**config.mk**
```make
export PLATFORM = sky130hd
export DESIGN_NAME = u0_norm_ctrl
export DESIGN_NICKNAME = d
export VERILOG_FILES = /design/src/rtl/awgn_pkg.sv /design/src/rtl/lzc_chunk.sv /design/src/rtl/u0_norm_ctrl.sv
export SDC_FILE = /design/constraint.sdc
export NUM_CORES = 1
export LEC_CHECK = 0
export ABC_AREA = 1
export CAP_MARGIN = 20
export CORE_ASPECT_RATIO = 2
export CORE_MARGIN = 2
export CORE_UTILIZATION = 30
export DETAILED_ROUTE_END_ITERATION = 6
export GPL_TIMING_DRIVEN = 0
export HOLD_SLACK_MARGIN = 0.15
export PLACE_DENSITY = 0.55
export SLEW_MARGIN = 20
export SYNTH_ARGS = -nofsm -noshare
export SYNTH_HDL_FRONTEND = slang
export SYNTH_SLANG_ARGS = --single-unit
```
**constraint.sdc**
```tcl
create_clock -name clk -period 2.2 [get_ports clk]
set_input_delay 0.55 -clock clk [delete_from_list [all_inputs] [get_ports clk]]
set_output_delay 0.55 -clock clk [all_outputs]
set_load 0.01 [all_outputs]
```
**src/rtl/awgn_pkg.sv**
```systemverilog
// Shared types and widths for the AWGN Box-Muller datapath.
package awgn_pkg;

    localparam int U0_W  = 48;
    localparam int EXP_W = 6;

    // Sequencing states of the u0 normaliser controller.
    typedef enum logic [1:0] {
        IDLE  = 2'd0,
        SCAN  = 2'd1,
        SHIFT = 2'd2,
        DONE  = 2'd3
    } norm_state_e;

endpackage

```
**src/rtl/lzc_chunk.sv**
```systemverilog
// Combinational leading-zero count of one CHUNK-bit slice.
// lz is CHUNK when the slice is all zeros; nz flags a nonzero slice.
module lzc_chunk #(
    parameter int CHUNK = 8,
    parameter int LZ_W  = $clog2(CHUNK + 1)
) (
    input  logic [CHUNK-1:0] chunk,
    output logic             nz,
    output logic [LZ_W-1:0]  lz
);

    // Walk from LSB to MSB so the highest set bit determines the count.
    always_comb begin
        // NOTE: every output gets a value before any condition, so no latch is inferred.
        nz = |chunk;
        lz = LZ_W'(CHUNK);
        for (int i = 0; i < CHUNK; i++) begin
            if (chunk[i]) begin
                lz = LZ_W'(CHUNK - 1 - i);
            end
        end
    end

endmodule

```
**src/rtl/u0_norm_ctrl.sv**
```systemverilog
// Normaliser controller for u0: accepts a sample, scans for the leading one
// one chunk per cycle, shifts it out, and returns {x_e, exp_e}.
module u0_norm_ctrl
    import awgn_pkg::*;
#(
    parameter int W     = U0_W,
    parameter int CHUNK = 8
) (
    input  logic             clk,
    input  logic             rst_n,
    input  logic             in_valid,
    output logic             in_ready,
    input  logic [W-1:0]     u0,
    output logic             out_valid,
    input  logic             out_ready,
    output logic [W-1:0]     x_e,
    output logic [EXP_W-1:0] exp_e,
    output logic             zero_flag,
    output logic             busy
);

    localparam int NCH   = W / CHUNK;
    localparam int CNT_W = (NCH > 1) ? $clog2(NCH) : 1;
    localparam int LZ_W  = $clog2(CHUNK + 1);

    norm_state_e      state_q, state_d;
    logic [CNT_W-1:0] cnt_q, cnt_d;
    logic [W-1:0]     sample_q, sample_d;
    logic [W-1:0]     x_e_q, x_e_d;
    logic [EXP_W-1:0] exp_e_q, exp_e_d;
    logic             zero_flag_q, zero_flag_d;
    logic             out_valid_q, out_valid_d;
    logic             busy_q, busy_d;

    logic [W-1:0]     scan_word;
    logic [CHUNK-1:0] chunk;
    logic             chunk_nz;
    logic [LZ_W-1:0]  chunk_lz;

    // Bring chunk cnt to the top of the word so it can be taken as a fixed slice.
    assign scan_word = sample_q << (int'(cnt_q) * CHUNK);
    assign chunk     = scan_word[W-1 -: CHUNK];

    lzc_chunk #(
        .CHUNK (CHUNK),
        .LZ_W  (LZ_W)
    ) u_lzc (
        .chunk (chunk),
        .nz    (chunk_nz),
        .lz    (chunk_lz)
    );

    // Next-state and datapath updates; everything holds unless a state acts on it.
    always_comb begin
        state_d     = state_q;
        cnt_d       = cnt_q;
        sample_d    = sample_q;
        x_e_d       = x_e_q;
        exp_e_d     = exp_e_q;
        zero_flag_d = zero_flag_q;

        case (state_q)
            IDLE: begin
                if (in_valid) begin
                    sample_d = u0;
                    cnt_d    = '0;
                    state_d  = SCAN;
                end
            end
            SCAN: begin
                if (chunk_nz) begin
                    exp_e_d = EXP_W'(int'(cnt_q) * CHUNK + int'(chunk_lz) + 1);
                    state_d = SHIFT;
                end else if (int'(cnt_q) == NCH - 1) begin
                    exp_e_d     = '0;
                    zero_flag_d = 1'b1;
                    state_d     = SHIFT;
                end else begin
                    cnt_d = cnt_q + CNT_W'(1);
                end
            end
            SHIFT: begin
                // exp_e == 48 shifts the whole word out; exp_e == 0 passes a zero sample.
                x_e_d   = sample_q << exp_e_q;
                state_d = DONE;
            end
            DONE: begin
                if (out_ready) begin
                    zero_flag_d = 1'b0;
                    state_d     = IDLE;
                end
            end
            default: state_d = IDLE;
        endcase

        // Status outputs are registered copies of the upcoming state.
        out_valid_d = (state_d == DONE);
        busy_d      = (state_d != IDLE);
    end

    // State and datapath registers with asynchronous clear.
    always_ff @(posedge clk or negedge rst_n) begin
        if (!rst_n) begin
            state_q     <= IDLE;
            cnt_q       <= '0;
            sample_q    <= '0;
            x_e_q       <= '0;
            exp_e_q     <= '0;
            zero_flag_q <= 1'b0;
            out_valid_q <= 1'b0;
            busy_q      <= 1'b0;
        end else begin
            // NOTE: non-blocking assignments so every register samples pre-edge values.
            state_q     <= state_d;
            cnt_q       <= cnt_d;
            sample_q    <= sample_d;
            x_e_q       <= x_e_d;
            exp_e_q     <= exp_e_d;
            zero_flag_q <= zero_flag_d;
            out_valid_q <= out_valid_d;
            busy_q      <= busy_d;
        end
    end

    assign in_ready  = (state_q == IDLE);
    assign out_valid = out_valid_q;
    assign x_e       = x_e_q;
    assign exp_e     = exp_e_q;
    assign zero_flag = zero_flag_q;
    assign busy      = busy_q;

endmodule

```
**Yosys cells after proc, flatten, opt, wreduce, memory -nomap -nowiden**

Index checks and enable logic that the tools add are counted.

- $add $sub $neg: 3
- Equal/unequal tests: 10
- Shift-type cells: 2
- Multiplexer cells: 23
- Reductions and logical operators: 10

Operators with widths:

| cell | count |
|---|---|
| $shl 48x6->48 | 2 |
| $mux 4 | 8 |
| $mux 6 | 2 |
| $ne 2x2->1 const B | 5 |
| $mux 3 | 3 |
| $mux 2 | 4 |
| $pmux 2 s4 | 1 |
| $reduce_and 4->1 | 2 |
| $reduce_bool 2->1 | 4 |
| $reduce_or 8->1 | 1 |
| $add 6x1->6 const B | 1 |
| $add 6x4->6 | 1 |
| $eq 2x2->1 const B | 3 |
| $pmux 3 s2 | 1 |
| $reduce_and 2->1 | 2 |
| $add 3x1->3 const B | 1 |
| $eq 3x3->1 const B | 1 |
| $mux 1 | 3 |
| $eq 2x1->1 const B | 1 |
| $logic_not 2->1 | 1 |
| $pmux 1 s2 | 1 |

- Register bits after elaboration: 110
- Input bits: 52
- Output and inout bits: 58
- Logic and storage cells: 56

**Longest topological paths before layout**

Gate-level depths: netlist of run 1.

- Depth in word-level cells: 12
- Gate-level depth with buffers: 18
- Gate-level depth less buffers: 18

**By module**

From an unflattened synthesis of run 1, not the netlist that was laid out.

- Cell total of the unflattened synthesis: 1112
- Area, all modules: 7282.0 sq um

Modules (own cells, without submodules):

| module | instances | cells an instance | area each (sq um) | seq. area each (sq um) |
|---|---|---|---|---|
| u0_norm_ctrl | 1 | 1089 | 7163.1 | 2752.6 |
| lzc_chunk | 1 | 23 | 118.9 | 0.0 |

**Worst setup path before layout of run 1**

No wires, ideal clock.

- Kind: register -> register
- Start: reg cnt_q[0]
- End: reg exp_e_q[4] (netlist: exp_e[4])
- Setup time: 128 ps
- Data arrival time: 2094 ps
- Data required time: 2072 ps
- Setup slack: -21 ps
- Cell stages (with the launch flop): 18
- Path buffers: 2
- Period minus slack after synthesis: 2221 ps
- Cells stage by stage: dfrtp_1 buf_4 buf_4 nor2_1 nor2_1 a21oi_1 nand2_1 nand2_1 nand2_1 nand2_1 nand2_1 a21boi_0 ha_1 nand4_1 nand2_1 nand2_1 nand3_1 o21ai_2

- Longest elaborated chain between the ends: 12
- Elaborated cells between the ends (all ways): 16
- Those cells by class: 2 x add/sub; 1 x eq/ne; 1 x shift; 9 x mux; 3 x reduce/logical

Ends and longest elaborated chain:

| item | line | source |
|---|---|---|
| from (decl) | u0_norm_ctrl.sv:27 | `logic [CNT_W-1:0] cnt_q, cnt_d;` |
| from (signal assigned) | u0_norm_ctrl.sv:115 | `cnt_q <= cnt_d;` |
| $shl 48x6->48 | u0_norm_ctrl.sv:41 | `assign scan_word = sample_q << (int'(cnt_q) * CHUNK);` |
| $mux 4 (8 in series) | lzc_chunk.sv:18 | `if (chunk[i]) begin` |
| $add 6x4->6 | u0_norm_ctrl.sv:72 | `exp_e_d = EXP_W'(int'(cnt_q) * CHUNK + int'(chunk_lz) + 1);` |
| $add 6x1->6 | u0_norm_ctrl.sv:72 |  |
| $mux 6 | u0_norm_ctrl.sv:71 | `if (chunk_nz) begin` |
| to (signal assigned) | u0_norm_ctrl.sv:118 | `exp_e_q <= exp_e_d;` |
| to (decl) | u0_norm_ctrl.sv:30 | `logic [EXP_W-1:0] exp_e_q, exp_e_d;` |

Parallel ways exist; a longest one is shown, timed or not.
A chain may end at the register's enable or synchronous reset.

**Final worst setup path of run 1**

- Start: reg cnt_q[0]
- End: reg exp_e_q[5] (netlist: exp_e[5])

Same word-level chain as after synthesis.

==> metrics list, run 1 <==
* Portion of total power attributed to the clock network: 8.9%
* Required time at the endpoint of the critical path: 2470 ps
- Worst path cell trace: buf_6 -> buf_6 -> nand2_1 -> o211ai_1 -> nand2_1 -> a21oi_4 -> nand2_2 -> nor2_4 -> inv_2 -> nor2_8 -> ha_4 -> nand2_2 -> nor2_1 -> nand3_1 -> nand3_2 -> nand2_2 -> nand2_2
- STA classifies the critical path endpoint as a flop.
- The number of antenna violations at the first check in global routing came to 0.
* Reported max-cap violation count: 0
- Global routing consumed, over all layers together, 24.9% of the routing resources.
* Final routed wire length divided by cell count: 21.1 um
- Logic depth of the worst register-to-register path: 17
- Leakage power figure: 4.57 nW
- The share of total power dissipated in combinational logic is 70.5%.
* Final wirelength: 31300 um
- P&R area growth vs syn: 39.5%
- Dividing total power by cell area gives a power density of 1830 nW/um^2.
* Clock transition at the register clock pins on the worst setup and hold paths after CTS: 80 ps
* Slew at the pin with the worst max-slew slack: 638 ps
- Clock latency on the worst-skew pair, taken at its later pin, is 380 ps.
- Peak supply drop: 0.589 mV
- DR vias/cell: 5.24
- Via count: 7786
* CTS tree: yes
* Maximum number of pins on one net before global-route repair: 60
- The max-slew violation total from the final report was 0.
* H-Tree Depth: 3
- Number of diodes: 0
- After the first detailed-routing iteration, the DRC count stood at 414.
- Counting stages on the worst path, the most repeated cell is sky130_fd_sc_hd__nand2_2.
- Yosys warns: 0
- Post-detail-place hpwl: 25600 um
- Multiplexer area fraction after synthesis: 5.48%
* Syn Nets: 1097
* Mapped Avg Cell Area: 6.95 um^2
- The number of hold violations in the final report came to 0.
- Crit path depth: 17
- After synthesis, the largest family of logic cells by area is simple AND/OR/NAND/NOR gates.
- Worst stage delay on the critical path: 500 ps
* CTS Root Buffer Type: sky130_fd_sc_hd__clkbuf_16
* Nature of the critical path startpoint: flop
- Hold/Removal Path Class: flop to flop
- The number of buffers and inverters on the critical path is 3.
- The floorplan step set the die height to 224 um.
- For this run, design rule violations remaining after detail routing come to 0.
- In the final design database the tool counted 1250 nets.
- In this run the tool buffered the top-level ports with 109 buffer cells.
- In this run the power spent charging and discharging nets is 0.00955 W.
* Final estimated routing congestion in global placement: 1.03
* Complex-gate fraction of the synthesized area: 21.2%
- The first global-routing pass estimated 46900 um of wire.
* Sum Neg Setup Slack: -889 ps
- In this run the critical register-to-register path is launched from cnt_q[0]$_DFFE_PN0P_.
* RSZ-0062 raised after global routing: true
* Part of the Yosys area used for sequential elements: 38.0%
- Proportion of netlist area held by the largest area contributor: 38.0%
* Number of top-level pins: 110
- The worst hold path passes through 2 cells.
- After global routing the overflow that remains totals 0.
* Core footprint: 23800 um^2
- In the post-synthesis netlist, the biggest area contributors are sky130_fd_sc_hd__dfrtp_1 38%, sky130_fd_sc_hd__nand2_1 18%, sky130_fd_sc_hd__o21ai_0 9.8%.
- The floorplan has 80 rows.
* Finished Core Util: 42.4%
- Clock tree synthesis found a total of 110 sinks.
- Critical Path Source: cnt_q[0]$_DFFE_PN0P_
- Number of global-route vias before repair: 7945
* Area leader, netlist: sky130_fd_sc_hd__dfrtp_1
* Final critical-path setup slack: -230 ps
- Outcome: finished, violations left
- Setup violations remaining at the end of the flow were counted as 9.
- Synthesized-area fraction occupied by xor and xnor cells: 0%
- The critical path is of the flop to flop type.
- The checks that failed: negative setup slack.
* Peak Freq: 411 MHz
* Worst max-slew margin expressed relative to the limit: 57.5%
- After synthesis the netlist holds a flip-flop and latch count of 110.
- Per report_power, the sequential group accounts for 20.5% of the total.
- Die Footprint: 25500 um^2
* Width of the die: 114 um
* Worst path slowest cell: sky130_fd_sc_hd__dfrtp_2
* Clock Path Buffers: 2
- The initial utilization of the core area, before any placement, comes to 30.4%.
- Number of distinct library cell variants in the gate-level netlist after synthesis: 41
* Switching share of total power: 51.6%
- Gate count after technology mapping: 1041
- First-pass detailed-route iteration total: 5
* Worst EP arrival: 2710 ps
* Post-synthesis share of cell area spent on and, or, nand and nor gates: 27.5%
- Broken down by cell family, the worst path's largest delay share belongs to simple AND/OR/NAND/NOR gates.
* Hold path start: x_e[34]$_DFFE_PN0P_
* Min cycle time layout: 2430 ps
- Final period utilization: 110%
* Internal Pwr Total: 0.00894 W
* Residual antenna-violating net count after detailed routing: 0
* Fraction of final layout cells sized beyond drive strength 1: 23.0%
* Number of buffers created by CTS: 9
* Critical Path Fanout Max: 6
* Largest clock skew in the final design: 14.9 ps
* Combined area of all synthesized cells: 7240 um^2
- Summing the areas of all fa, ha and maj instances in the mapped netlist gives 0.691% of the synthesized area.
==> power by group through the flow <==
| stage | combinational [W] | clock [W] | sequential, W |
|---|---|---|---|
| floorplan | 0.00600 | 0 | 0.00373 |
| global placement | 0.0104 | 0 | 0.00376 |
| detailed placement | 0.0104 | 0 | 0.00378 |
| CTS | 0.0113 | 0.00168 | 0.00374 |
| global route | 0.0141 | 0.00174 | 0.00391 |
| finish | 0.0130 | 0.00165 | 0.00380 |
==> cells by family after synthesis <==
group | after synthesis
simple gates | 489
compound gates | 272
buf+inv | 129
flops | 110
mux | 37
fa+ha+maj | 4
==> cell usage after synthesis <==
cell / count
sky130_fd_sc_hd__o21a_1: 2
sky130_fd_sc_hd__nand2_2: 3
sky130_fd_sc_hd__a31oi_1: 4
sky130_fd_sc_hd__a21oi_1: 60
sky130_fd_sc_hd__o22ai_1: 1
sky130_fd_sc_hd__nor2_1: 72
sky130_fd_sc_hd__buf_4: 2
sky130_fd_sc_hd__mux2i_1: 16
sky130_fd_sc_hd__o21ai_2: 2
sky130_fd_sc_hd__a21boi_1: 1
sky130_fd_sc_hd__a22oi_1: 1
sky130_fd_sc_hd__or2_2: 13
sky130_fd_sc_hd__clkinv_1: 1
sky130_fd_sc_hd__or2_1: 2
sky130_fd_sc_hd__a22o_1: 2
sky130_fd_sc_hd__a21oi_4: 1
sky130_fd_sc_hd__or2_0: 3
sky130_fd_sc_hd__nand3b_1: 2
sky130_fd_sc_hd__buf_2: 15
sky130_fd_sc_hd__o21ai_1: 10
sky130_fd_sc_hd__nor2_2: 1
sky130_fd_sc_hd__a21oi_2: 2
sky130_fd_sc_hd__o21ai_0: 142
sky130_fd_sc_hd__a21boi_0: 1
sky130_fd_sc_hd__ha_1: 4
sky130_fd_sc_hd__a21o_1: 2
sky130_fd_sc_hd__nand2_1: 343
sky130_fd_sc_hd__inv_2: 8
sky130_fd_sc_hd__nor2_4: 2
sky130_fd_sc_hd__a32o_1: 2
sky130_fd_sc_hd__and2_1: 1
sky130_fd_sc_hd__nand3_1: 44
sky130_fd_sc_hd__mux2_2: 21
sky130_fd_sc_hd__inv_1: 48
sky130_fd_sc_hd__dfrtp_1: 110
sky130_fd_sc_hd__o211ai_1: 37
sky130_fd_sc_hd__clkbuf_1: 44
sky130_fd_sc_hd__buf_1: 11
sky130_fd_sc_hd__o22ai_2: 2
sky130_fd_sc_hd__nand4_1: 2
sky130_fd_sc_hd__nor2_8: 1
==> stage by stage <==
step / cells / area, um^2 / setup WS [ps] / power [W] / hold WS (ps)
floorplan: 1041 / 7240 / 35.4 / 0.00974 / 254
global placement: 1437 / 8690 / -3810 / 0.0142 / 459
detailed placement: 1438 / 8720 / -647 / 0.0142 / 465
CTS: 1471 / 9440 / -211 / 0.0167 / 482
global route: 1485 / 10100 / -330 / 0.0197 / 501
finish: 1485 / 10100 / -230 / 0.0185 / 468
==> layout by cell type, fill, tap and decap left out, types with 28 or more instances in the layout <==
cell type / instances
sky130_fd_sc_hd__inv_1: 46
sky130_fd_sc_hd__o21ai_1: 52
sky130_fd_sc_hd__buf_4: 30
sky130_fd_sc_hd__clkdlybuf4s50_1: 108
sky130_fd_sc_hd__o21ai_0: 51
sky130_fd_sc_hd__dfrtp_1: 105
sky130_fd_sc_hd__a21oi_1: 53
sky130_fd_sc_hd__o211ai_1: 37
sky130_fd_sc_hd__nor2_1: 65
sky130_fd_sc_hd__nand2_2: 28
sky130_fd_sc_hd__nand2_1: 310
sky130_fd_sc_hd__nand3_1: 38
sky130_fd_sc_hd__o21ai_2: 46
==> path summary, 6_finish.rpt <==
| kind | to | slack [ps] |
|---|---|---|
| max reg2reg | exp_e[5]$_DFFE_PN0P_ | -230 |
| max | exp_e[5]$_DFFE_PN0P_ | -230 |
| min | x_e[34]$_DFFE_PN0P_ | 470 |
| min reg2reg | x_e[34]$_DFFE_PN0P_ | 470 |
| min in group asynchronous | sample_q[47]$_DFFE_PN0P_ | 670 |
| max in group asynchronous | exp_e[1]$_DFFE_PN0P_ | 820 |
==> worst register-to-register path: cells and delay by family (launching register included) <==
family,cells,cell delay (ps)
compound gates,2,330
fa+ha+maj,1,220
buf+inv,3,340
flops,1,500
simple gates,11,930
==> layer usage <==
layer  up-vias  share of wire (%)  track usage [%]
li1       3769                  -                -
met1      3665                 32             21.9
met2       228                 56             48.3
met3       124                2.5             2.92
met4         0                 10             20.8
met5         -                  0                0
==> final cells by class <==
class | instances | area [um^2]
buffer | 69 | 463
clock buffer | 10 | 239
clock inverter | 5 | 42.5
fill | 2569 | 13700
inverter | 57 | 219
multi-input combinational | 802 | 4530
sequential | 110 | 2760
tap | 287 | 359
timing repair buffer | 145 | 1490
==> flip-flops by register name, summed over array words and instances (netlist names) <==
register / count
x_e: 48
busy: 1
state_q: 2
out_valid: 1
exp_e: 6
cnt_q: 3
sample_q: 48
zero_flag: 1
==> timing repair <==
| item | CTS | global route |
|---|---|---|
| cloned | 0 | 4 |
| hold buffers | 1 | 0 |
| endpoints found under the setup margin | 65 | 68 |
| gates resized for setup | 125 | 197 |
| endpoints found under the hold margin | 19 | 0 |
| setup buffers | 20 | 10 |
| pin swaps | 26 | 58 |
Power figures use the tool's default switching activity.
==> run 2: changes to the inputs <==
Settings changed: CORE_MARGIN 2 to unset, GPL_TIMING_DRIVEN 0 to unset.
==> run 2 against run 1 <==
The run ends with design-rule violations, negative setup slack left. Worst hold slack worse by 220 ps. Via count is 3.1% lower. Sequential cell count is the same. Register-to-register slack better by 140 ps. Die area decreased by 2.6%. Core utilization grew 0.96 points. Wire length down 14%. First-iteration DRC count down 13%. Critical endpoint is now exp_e[4]$_DFFE_PN0P_. Largest cell class unchanged. Largest power group unchanged.
==> metrics list, run 2 (same netlist as run 1, synthesis figures left out) <==
- Counting I/O delays and the setup requirement, the final critical path takes 2290 ps.
- Final routed wire length divided by cell count: 17.9 um
- The die is 222 um tall.
- The die covers 24800 um^2.
* Total global-route track usage: 22.0%
- Logic depth of the worst register-to-register path: 14
- Number of endpoints with negative hold slack in the final report: 0
* Overall power after layout: 0.0181 W
* Initial antenna violation count: 0
- Sort of element at the end of the critical path: flop
* Reported max-cap violation count: 0
- P&R area growth vs syn: 42.1%
- CTS tree: yes
* Hold-fix buffer count after cts: 0
- The run finished, with violations left.
* Clock transition at the register clock pins on the worst setup and hold paths after CTS: 70 ps
- Final period utilization: 104%
- Port bufs: 109
- The worst register-to-register path begins at cnt_q[0]$_DFFE_PN0P_.
* Nature of the critical path startpoint: flop
* Failing checks: design-rule violations, negative setup slack
* Most common cell type on the critical path: sky130_fd_sc_hd__nand2_1
- Leakage power figure: 4.79 nW
- H-Tree Depth: 3
* Worst path slowest cell: sky130_fd_sc_hd__dfrtp_2
- Reg2Reg Setup Slack: -90 ps
- In the final layout, the share of cells above drive strength 1 is 22.6%.
- For the worst setup path, the data arrival time is 2550 ps.
- The worst register-to-register path ends at exp_e[4]$_DFFE_PN0P_.
* Critical Path Fanout Max: 18
- CTS Root Buffer Type: sky130_fd_sc_hd__clkbuf_16
- Traced cell by cell, the critical path runs through buf_6 -> buf_12 -> o211ai_1 -> a21boi_2 -> nand2_1 -> nor2_2 -> inv_2 -> a31oi_4 -> ha_4 -> nand4_1 -> nand2_1 -> nand2_1 -> nand3_2 -> o21ai_2.
- For this configuration, the core starts out at a cell density of 30.5%.
- Worst hold slack: 245 ps
* Width of the die: 112 um
- In this run the deepest clock path goes through 2 buffers.
- Largest clock skew in the final design: 6.01 ps
* Count of fill cells added during filler insertion: 2474
- The core region is 23700 um^2.
* Iteration-0 DRC count of the detailed router: 361
- Number of pins exceeding their max-slew limit in the final report: 0
- Power per standard cell area: 1760 nW/um^2
- The first global-routing pass estimated 41100 um of wire.
* Worst stage delay on the critical path: 490 ps
* Residual DRC: 10
* Clk Latency, worst-skew pair: 370 ps
- Leaving out fill and tap cells, the most frequent cells in the layout are 323 x sky130_fd_sc_hd__nand2_1, 108 x sky130_fd_sc_hd__dfrtp_1, 107 x sky130_fd_sc_hd__clkdlybuf4s50_1.
- The critical path is of the flop to flop type.
* Area of the multi-input gates: 4340 um^2
- Cells fill 43.3% of the core in the end.
* Number of top-level pins: 110
* Hold/Removal Path Class: input pin to asynchronous set/reset pin
- Residual antenna-violating net count after detailed routing: 0
- Number of clock sinks seen by CTS: 110
- Setup repair after global routing could not meet its margin everywhere.
- Entering global routing, the biggest net connects 111 pins.
- Final layout net count: 1267
- STA puts the critical path data required time at 2470 ps.
* Number of diodes: 0
- Number of buffers created by CTS: 9
- IR analysis of the VDD net gives a maximum drop of 0.540 mV.
- Final wirelength: 26900 um
* Sum Neg Setup Slack: -395 ps
- The initialized floorplan defines 80 standard-cell rows.
- Post-detail-place hpwl: 20700 um
* Worst max-slew margin expressed relative to the limit: 58.5%
- Sequential cell area: 2760 um^2
* First-pass detailed-route iteration total: 7
- After global routing the overflow that remains totals 0.
- DR vias/cell: 5.02
- Setup violations remaining at the end of the flow were counted as 6.
- The final route contains 7546 vias.
- Final critical-path setup slack: -86.0 ps
- Slew at the pin with the worst max-slew slack: 623 ps
- Commonest non-fill, non-tap cell in the layout: sky130_fd_sc_hd__nand2_1
* Peak Freq: 437 MHz
- Final estimated routing congestion in global placement: 0.911
* Number of global-route vias before repair: 7508
[run 2: cell types whose count changed in the layout (fill, tap and decap cells not counted), moves of 6 or more]
cell,before,now
sky130_fd_sc_hd__buf_1,7,0
sky130_fd_sc_hd__buf_12,7,13
sky130_fd_sc_hd__buf_4,30,93
sky130_fd_sc_hd__clkbuf_1,21,1
sky130_fd_sc_hd__clkbuf_2,16,0
sky130_fd_sc_hd__mux2i_1,7,13
sky130_fd_sc_hd__mux2i_2,9,3
sky130_fd_sc_hd__nand2_1,310,323
sky130_fd_sc_hd__nand2_2,28,18
sky130_fd_sc_hd__o21ai_0,51,75
sky130_fd_sc_hd__o21ai_2,46,28
[run 2: critical path: cells and delay by family, from the launching register on]
family          cells  cell delay, ps
buf+inv             3             370
flops               1             490
fa+ha+maj           1             160
simple gates        6             520
compound gates      4             640
[run 2: layout make-up]
class	count	share of cell area, %
multi-input cells	802	42.2
repair buffers	231	22.2
well taps	287	3.49
clock buffers	11	2.36
clock inverters	4	0.706
inverters	57	2.20
flip-flops and latches	110	26.8
[run 2: power breakdown]
group          switching [W]  internal (W)  leakage (nW)
Combinational        0.00710       0.00546          3.33
Clock               0.000777       0.00102         0.152
Sequential          0.000723       0.00299          1.30
[run 2: worst max path at each step]
stage / cells after the start / to / startpoint / slack [ps]
after global routing: 19 / exp_e[4]$_DFFE_PN0P_ / cnt_q[0]$_DFFE_PN0P_ / -250
after floorplan: 14 / exp_e[4]$_DFFE_PN0P_ / cnt_q[0]$_DFFE_PN0P_ / 40
final: 14 / exp_e[4]$_DFFE_PN0P_ / cnt_q[0]$_DFFE_PN0P_ / -90
after global placement: 11 / x_e[39]$_DFFE_PN0P_ / exp_e[0]$_DFFE_PN0P_ / -130
after CTS: 11 / x_e[47]$_DFFE_PN0P_ / exp_e[0]$_DFFE_PN0P_ / -50
after detailed placement: 9 / x_e[47]$_DFFE_PN0P_ / exp_e[0]$_DFFE_PN0P_ / -180
[run 2: metrics by stage]
step / std cells / worst slack, ps / instance area, um^2
2_1_floorplan: 1041 / 35.4 / 7240
3_3_place_gp: 1469 / -126 / 9310
3_5_place_dp: 1469 / -181 / 9310
4_1_cts: 1488 / -49.4 / 9740
5_1_grt: 1502 / -254 / 10300
6_report: 1502 / -86.0 / 10300
[run 2: repair_timing]
action / 4_1_cts / 5_1_grt
pin swaps: 2 / 27
setup buffers: 4 / 10
setup endpoints to repair: 22 / 51
cloned: 0 / 5
gates resized for setup: 35 / 149
[run 2: layer usage]
metal	share of wire, %	wire [um]	vias up	GRT usage [%]
li1	-	-	3797	-
met1	35	9460	3504	21.5
met2	55	14900	179	41.5
met3	2.9	772	66	3.34
met4	6.6	1770	0	15.6
met5	0	0	-	0
